==> src/rtl/lock_pkg.sv <==
// Shared definitions for the keypad lock session controller.
//   state_e      : session FSM states
//   DIG_0/DIG_9  : ASCII range accepted as PIN digits
//   KEY_*        : command bytes recognised by the session controller
//   max3         : helper used to size the shared timer
package lock_pkg;

  typedef enum logic [1:0] {ENTRY, UNLOCKED, PROG, LOCKOUT} state_e;

  localparam logic [7:0] DIG_0     = 8'h30;  // '0'
  localparam logic [7:0] DIG_9     = 8'h39;  // '9'
  localparam logic [7:0] KEY_CLEAR = 8'h2A;  // '*'
  localparam logic [7:0] KEY_LOCK  = 8'h4C;  // 'L'
  localparam logic [7:0] KEY_PROG  = 8'h50;  // 'P'

  function automatic int unsigned max3(input int unsigned a, input int unsigned b,
                                       input int unsigned c);
    int unsigned m;
    m = (a > b) ? a : b;
    return (m > c) ? m : c;
  endfunction

endpackage

==> src/rtl/lock_timer.sv <==
// Loadable down-counter shared by every timeout of the session controller.
//   clk      : system clock
//   reset    : synchronous, active-high; leaves the timer idle
//   load     : load strobe, takes priority over counting
//   load_val : cycles until expiry (load cycle counts as cycle 0)
//   expire   : 1-cycle pulse in the load_val-th cycle after the load
module lock_timer #(
  parameter int unsigned Width = 8
) (
  input  logic             clk,
  input  logic             reset,
  input  logic             load,
  input  logic [Width-1:0] load_val,
  output logic             expire
);

  logic [Width-1:0] cnt_q;

  // Zero means idle; a load of N holds N in the cycle after the load and
  // reaches 1 in the Nth cycle, which is where the pulse is raised.
  always_ff @(posedge clk) begin
    if (reset) begin
      cnt_q <= '0;
    end else if (load) begin
      cnt_q <= load_val;
    end else if (cnt_q != '0) begin
      cnt_q <= cnt_q - 1'b1;
    end
  end

  assign expire = (cnt_q == Width'(1));

endmodule

==> src/rtl/lock_session_ctrl.sv <==
// Session controller for the UART-fed keypad lock: PIN entry, unlock window,
// PIN reprogramming and brute-force lockout. Owns the stored code register.
//   clk          : system clock
//   reset        : synchronous, active-high
//   rx_data      : received byte, valid while rx_done=1
//   rx_done      : 1-cycle strobe per received byte
//   auth         : 1 while UNLOCKED or PROG
//   lockout      : 1 while in LOCKOUT
//   code_updated : 1-cycle pulse when a new code is committed
//   fail_cnt     : consecutive wrong PINs, saturating at MAX_FAIL
module lock_session_ctrl
  import lock_pkg::*;
#(
  parameter int unsigned           PIN_LEN      = 4,
  parameter logic [PIN_LEN*8-1:0]  DEFAULT_CODE = "1416",
  parameter int unsigned           TIMEOUT_CYC  = 50_000_000,
  parameter int unsigned           UNLOCK_CYC   = 250_000_000,
  parameter int unsigned           LOCKOUT_CYC  = 500_000_000,
  parameter int unsigned           MAX_FAIL     = 3,
  localparam int unsigned          FW           = $clog2(MAX_FAIL + 1)
) (
  input  logic          clk,
  input  logic          reset,
  input  logic [7:0]    rx_data,
  input  logic          rx_done,
  output logic          auth,
  output logic          lockout,
  output logic          code_updated,
  output logic [FW-1:0] fail_cnt
);

  localparam int unsigned W  = PIN_LEN * 8;
  localparam int unsigned CW = $clog2(PIN_LEN + 1);
  localparam int unsigned TW = $clog2(max3(TIMEOUT_CYC, UNLOCK_CYC, LOCKOUT_CYC) + 1);

  state_e          state_q;
  logic [W-1:0]    entry_q;
  logic [W-1:0]    code_q;
  logic [CW-1:0]   digit_cnt_q;

  logic            is_digit;
  logic            last_digit;
  logic            pin_match;
  logic            fail_hit;
  logic [W-1:0]    next_entry;

  logic            tmr_load;
  logic [TW-1:0]   tmr_val;
  logic            tmr_expire;

  assign is_digit   = (rx_data >= DIG_0) && (rx_data <= DIG_9);
  assign last_digit = (digit_cnt_q == CW'(PIN_LEN - 1));
  // Shift the new byte in; the oldest digit falls off the top.
  assign next_entry = W'({entry_q, rx_data});
  assign pin_match  = (next_entry == code_q);
  // This miss would bring the count up to MAX_FAIL.
  assign fail_hit   = (({1'b0, fail_cnt} + (FW + 1)'(1)) == (FW + 1)'(MAX_FAIL));

  lock_timer #(
    .Width (TW)
  ) u_timer (
    .clk      (clk),
    .reset    (reset),
    .load     (tmr_load),
    .load_val (tmr_val),
    .expire   (tmr_expire)
  );

  // Timer loads must land in the same cycle as the byte that causes them.
  always_comb begin
    tmr_load = 1'b0;
    tmr_val  = TW'(TIMEOUT_CYC);
    case (state_q)
      ENTRY: begin
        if (rx_done && is_digit) begin
          tmr_load = 1'b1;
          if (last_digit && pin_match) begin
            tmr_val = TW'(UNLOCK_CYC);
          end else if (last_digit && fail_hit) begin
            tmr_val = TW'(LOCKOUT_CYC);
          end
        end
      end
      UNLOCKED: begin
        if (rx_done && (rx_data == KEY_PROG)) begin
          tmr_load = 1'b1;
        end
      end
      PROG: begin
        // Every byte and every expiry in PROG ends in a reload; only a
        // non-final digit keeps the short entry timeout.
        if (rx_done || tmr_expire) begin
          tmr_load = 1'b1;
          if (!(rx_done && is_digit && !last_digit)) begin
            tmr_val = TW'(UNLOCK_CYC);
          end
        end
      end
      default: ;
    endcase
  end

  // A byte that is acted on wins over a coincident expiry; bytes the current
  // state ignores let the expiry through, so LOCKOUT can always end.
  always_ff @(posedge clk) begin
    if (reset) begin
      state_q      <= ENTRY;
      entry_q      <= '0;
      code_q       <= DEFAULT_CODE;
      digit_cnt_q  <= '0;
      auth         <= 1'b0;
      lockout      <= 1'b0;
      code_updated <= 1'b0;
      fail_cnt     <= '0;
    end else begin
      code_updated <= 1'b0;
      case (state_q)
        ENTRY: begin
          if (rx_done && is_digit) begin
            if (last_digit) begin
              entry_q     <= '0;
              digit_cnt_q <= '0;
              if (pin_match) begin
                state_q  <= UNLOCKED;
                auth     <= 1'b1;
                fail_cnt <= '0;
              end else if (fail_hit) begin
                state_q  <= LOCKOUT;
                lockout  <= 1'b1;
                fail_cnt <= FW'(MAX_FAIL);
              end else begin
                fail_cnt <= fail_cnt + 1'b1;
              end
            end else begin
              entry_q     <= next_entry;
              digit_cnt_q <= digit_cnt_q + 1'b1;
            end
          end else if (rx_done && (rx_data == KEY_CLEAR)) begin
            entry_q     <= '0;
            digit_cnt_q <= '0;
          end else if (tmr_expire && (digit_cnt_q != '0)) begin
            entry_q     <= '0;
            digit_cnt_q <= '0;
          end
        end
        UNLOCKED: begin
          if (rx_done && (rx_data == KEY_LOCK)) begin
            state_q <= ENTRY;
            auth    <= 1'b0;
          end else if (rx_done && (rx_data == KEY_PROG)) begin
            state_q     <= PROG;
            entry_q     <= '0;
            digit_cnt_q <= '0;
          end else if (tmr_expire) begin
            state_q <= ENTRY;
            auth    <= 1'b0;
          end
        end
        PROG: begin
          if (rx_done && is_digit) begin
            if (last_digit) begin
              code_q       <= next_entry;
              code_updated <= 1'b1;
              state_q      <= UNLOCKED;
              entry_q      <= '0;
              digit_cnt_q  <= '0;
            end else begin
              entry_q     <= next_entry;
              digit_cnt_q <= digit_cnt_q + 1'b1;
            end
          end else if (rx_done || tmr_expire) begin
            // Abort: the stored code is left untouched.
            state_q     <= UNLOCKED;
            entry_q     <= '0;
            digit_cnt_q <= '0;
          end
        end
        LOCKOUT: begin
          if (tmr_expire) begin
            state_q  <= ENTRY;
            lockout  <= 1'b0;
            fail_cnt <= '0;
          end
        end
        default: state_q <= ENTRY;
      endcase
    end
  end

endmodule
==> config.mk <==
export PLATFORM = sky130hd
export DESIGN_NAME = lock_session_ctrl
export DESIGN_NICKNAME = d
export VERILOG_FILES = /design/src/rtl/lock_pkg.sv /design/src/rtl/lock_timer.sv /design/src/rtl/lock_session_ctrl.sv
export SDC_FILE = /design/constraint.sdc
export NUM_CORES = 1
export LEC_CHECK = 0
export CAP_MARGIN = 20
export CORE_AREA = 2 2 113 115
export DETAILED_ROUTE_END_ITERATION = 10
export DIE_AREA = 0 0 115 117
export SKIP_LAST_GASP = 1
export SLEW_MARGIN = 20
export SYNTH_ARGS = -nofsm -noshare
export SYNTH_HDL_FRONTEND = slang
export SYNTH_SLANG_ARGS = --single-unit
export TNS_END_PERCENT = 5
==> constraint.sdc <==
create_clock -name clk -period 4.05 [get_ports clk]
set_clock_uncertainty 0.1 [all_clocks]
set_input_delay 0.405 -clock clk [delete_from_list [all_inputs] [get_ports clk]]
set_output_delay 0.405 -clock clk [all_outputs]
set_load 0.01 [all_outputs]
==> impl_metrics.json <==
{
  "yosys.area.top_type": "dfxtp_1",
  "endpoint_kind": "register",
  "gp_congestion": 0.886,
  "vdd_drop_max_mv": 0.313,
  "r2r_setup_slack_ns": 1.08,
  "finalSetupTns_ns": 0,
  "p_per_area_nw_per_um2": 618,
  "antenna_found_initial": 0,
  "htreeDepth": 3,
  "grt_max_degree": 43,
  "worstRegToRegCells": 8,
  "portBuffers": 15,
  "rsz0062_at_grt": "false",
  "clock_latency_ns": 0.36,
  "grt_overflow_total": 0,
  "fin_util": 0.431,
  "grt_pass1_wl_um": 20000,
  "holdPathStages": 2,
  "num_vias": 4059,
  "layout.cells.non_filler": 720,
  "hold_start": "code_q[15]",
  "cts_setup_buffers": 0,
  "cts_tree": "done",
  "synth_nets": 583,
  "crit_chain": "nor3_2 -> nand4_2 -> o31a_1 -> o21ai_1 -> buf_4 -> and2_1 -> buf_4 -> o21ai_1",
  "synth_area_um2": 4760,
  "path_class": "register to register",
  "synth_top_area_share": 0.400,
  "post_cts_resized": 0,
  "cellLeakagePower_nw": 1.82,
  "grt_usage": 0.190,
  "critPathSlowestCell": "and2_1",
  "initial_utilization": 0.386,
  "die_area_um2": 13500,
  "min_path_type": "register to register",
  "min_to": "code_q[15]",
  "die_h_um": 117,
  "max_freq_mhz": 336,
  "cts_root_buf": "clkbuf_16",
  "n_antenna_cell": 0,
  "rows": 41,
  "worst_ep_arrival_time_ns": 3.12,
  "hold_viol": 0,
  "synth_area_per_cell_um2": 8.40,
  "io_pins": 16,
  "maxSlewHeadroom": 0.452,
  "cts_hold_buf": 0,
  "final_max_slew_viol_count": 0,
  "maxCapViolCount": 0,
  "ys_seq_area_frac": 0.400,
  "cts_buffer_depth": 2,
  "synth_commonest_cells": "dfxtp_1 (95), nand2_1 (73), xnor2_1 (40)",
  "grt_pass1_vias": 3964,
  "fp.dieW_um": 115,
  "fin_nets": 582,
  "synth_edf_count": 0,
  "first_pass_iters": 5,
  "yosys_most_used_dff": "dfxtp_1",
  "yosys_warnings": 0,
  "dp_hpwl_um": 7930,
  "synth.distinct_cells": 63,
  "ys_ff_latch": 95,
  "finalWirelength_um": 11700,
  "fp.coreArea_um2": 12300,
  "clock_sinks": 95,
  "period_minus_slack_ns": 2.97,
  "clkTransAtPathRegs_ns": 0.07,
  "async_flop_share": 0,
  "yosysMostFrequentCell": "dfxtp_1",
  "avgRoutedWirePerCell_um": 16.3,
  "syn_to_final_growth_pct": 11.5,
  "syn-instance-count": 566,
  "drtIter0Drc": 309,
  "numCtsBuffers": 9,
  "synth.area.top_cells": "dfxtp_1 (40%), xnor2_1 (7.4%), nand2_1 (5.8%), nand4_1 (4.6%), a21oi_1 (4.1%)",
  "startpoint_type": "register",
  "r2r_end": "entry_q[12]",
  "drive_gt1_frac": 0.0789,
  "tightestPinTransition_ns": 0.821,
  "status": "completed",
  "crit_required_ns": 4.19,
  "crit_fanout": 23,
  "post-route-drc-count": 0,
  "viasPerCell": 5.64,
  "r2r_start": "u_timer.cnt_q[2]",
  "slowest_delay_ns": 0.48,
  "placed_cells": 704,
  "fin_crit_sh": 0.734,
  "detail-route-antenna-nets": 0,
  "finalSetupViolations": 0
}
[cell type report]
| class | instances | area [um2] |
|---|---|---|
| fill | 1213 | 7010 |
| clock inverter | 7 | 85.1 |
| clock buffer | 9 | 225 |
| inverter | 12 | 45.0 |
| tap | 150 | 188 |
| multi-input combinational | 424 | 2650 |
| sequential | 95 | 1900 |
| timing repair buffer | 23 | 205 |
[layer usage]
| layer | share of wire | up-vias | global-route usage |
|---|---|---|---|
| met5 | 0 | - | 0 |
| met4 | 0.022 | 0 | 0.0811 |
| met3 | 0.038 | 19 | 0.0407 |
| met2 | 0.49 | 85 | 0.323 |
| met1 | 0.45 | 1949 | 0.233 |
| li1 | - | 2006 | - |
[report_power, final]
group	switching, mW	internal [mW]	total [mW]
clock network	0.388	0.486	0.874
registers	0.156	1.06	1.21
logic	0.693	0.499	1.19
[registers in the layout, indices dropped and copies added, names as in the netlist]
register / flops
digit_cnt_q: 3
auth: 1
lockout: 1
code_q: 32
state_q: 2
u_timer.cnt_q: 29
code_updated: 1
fail_cnt: 2
entry_q: 24
[worst max-delay path: cells and delay by family, from the launching register on]
family | cells | cell delay [ns]
flip-flops | 1 | 0.35
AND/OR/NAND/NOR | 3 | 1.24
buffers and inverters | 2 | 0.57
AO/OA/AOI/OAI | 3 | 0.57
[cells in the final DEF, fill, tap and decap left out, types with 3 or more instances in the layout]
cell type	synthesis	final
nor2_1	31	30
nor2b_1	4	4
o21ai_0	7	7
or4_1	3	3
nand3_1	15	15
nor4_1	10	10
o21ai_1	22	22
xnor2_1	40	40
nand3b_1	11	11
clkbuf_16	0	9
or3_1	6	6
nand2b_1	24	24
ha_1	6	6
and4_1	4	4
clkdlybuf4s50_1	0	14
nand4_1	35	35
or2_2	3	3
dfxtp_1	95	95
a22o_1	3	3
clkinv_4	0	3
o211ai_1	3	3
nor3b_1	4	4
inv_1	11	11
o21a_1	7	7
xor2_1	11	11
a21oi_1	39	39
buf_4	4	8
a211oi_1	5	5
and2_1	4	4
o31ai_1	3	3
nand2_1	73	73
a31oi_1	5	5
nor3_1	15	14
[cells by family (layout without fill, tap and decap cells)]
family                   Yosys count  after routing  share of synthesized area
AO/OA/AOI/OAI                    110            110                      0.145
AND/OR/NAND/NOR                  256            256                      0.299
adder cells (fa/ha/maj)            6              6                     0.0158
flip-flops                        95             95                      0.400
buffers and inverters             47             51                     0.0439
multiplexers                       1              1                    0.00210
XOR/XNOR                          51             51                     0.0939
[worst max-delay path by stage]
stage | startpoint | endpoint | slack, ns | cells past startpoint
after floorplan | rx_data[2] | entry_q[15] | 1.84 | 8
after CTS | u_timer.cnt_q[2] | entry_q[3] | 1.09 | 8
final | u_timer.cnt_q[2] | entry_q[12] | 1.08 | 8
after global routing | u_timer.cnt_q[5] | entry_q[12] | 0.83 | 8
after detailed placement | rx_data[2] | u_timer.cnt_q[20] | 0.77 | 7
after global placement | rx_data[2] | u_timer.cnt_q[20] | 0.82 | 7
[per-stage QoR]
step / total power [mW] / area (um2) / hold WS, ns / worst slack (ns)
6_report: 3.28 / 5300 / 0.367 / 1.08
3_3_place_gp: 2.37 / 4990 / 0.353 / 0.815
5_1_grt: 3.48 / 5300 / 0.383 / 0.831
4_1_cts: 3.29 / 5300 / 0.369 / 1.09
3_5_place_dp: 2.40 / 4990 / 0.352 / 0.769
2_1_floorplan: 2.16 / 4760 / 0.338 / 1.84
(Power assumes the default switching activity.)
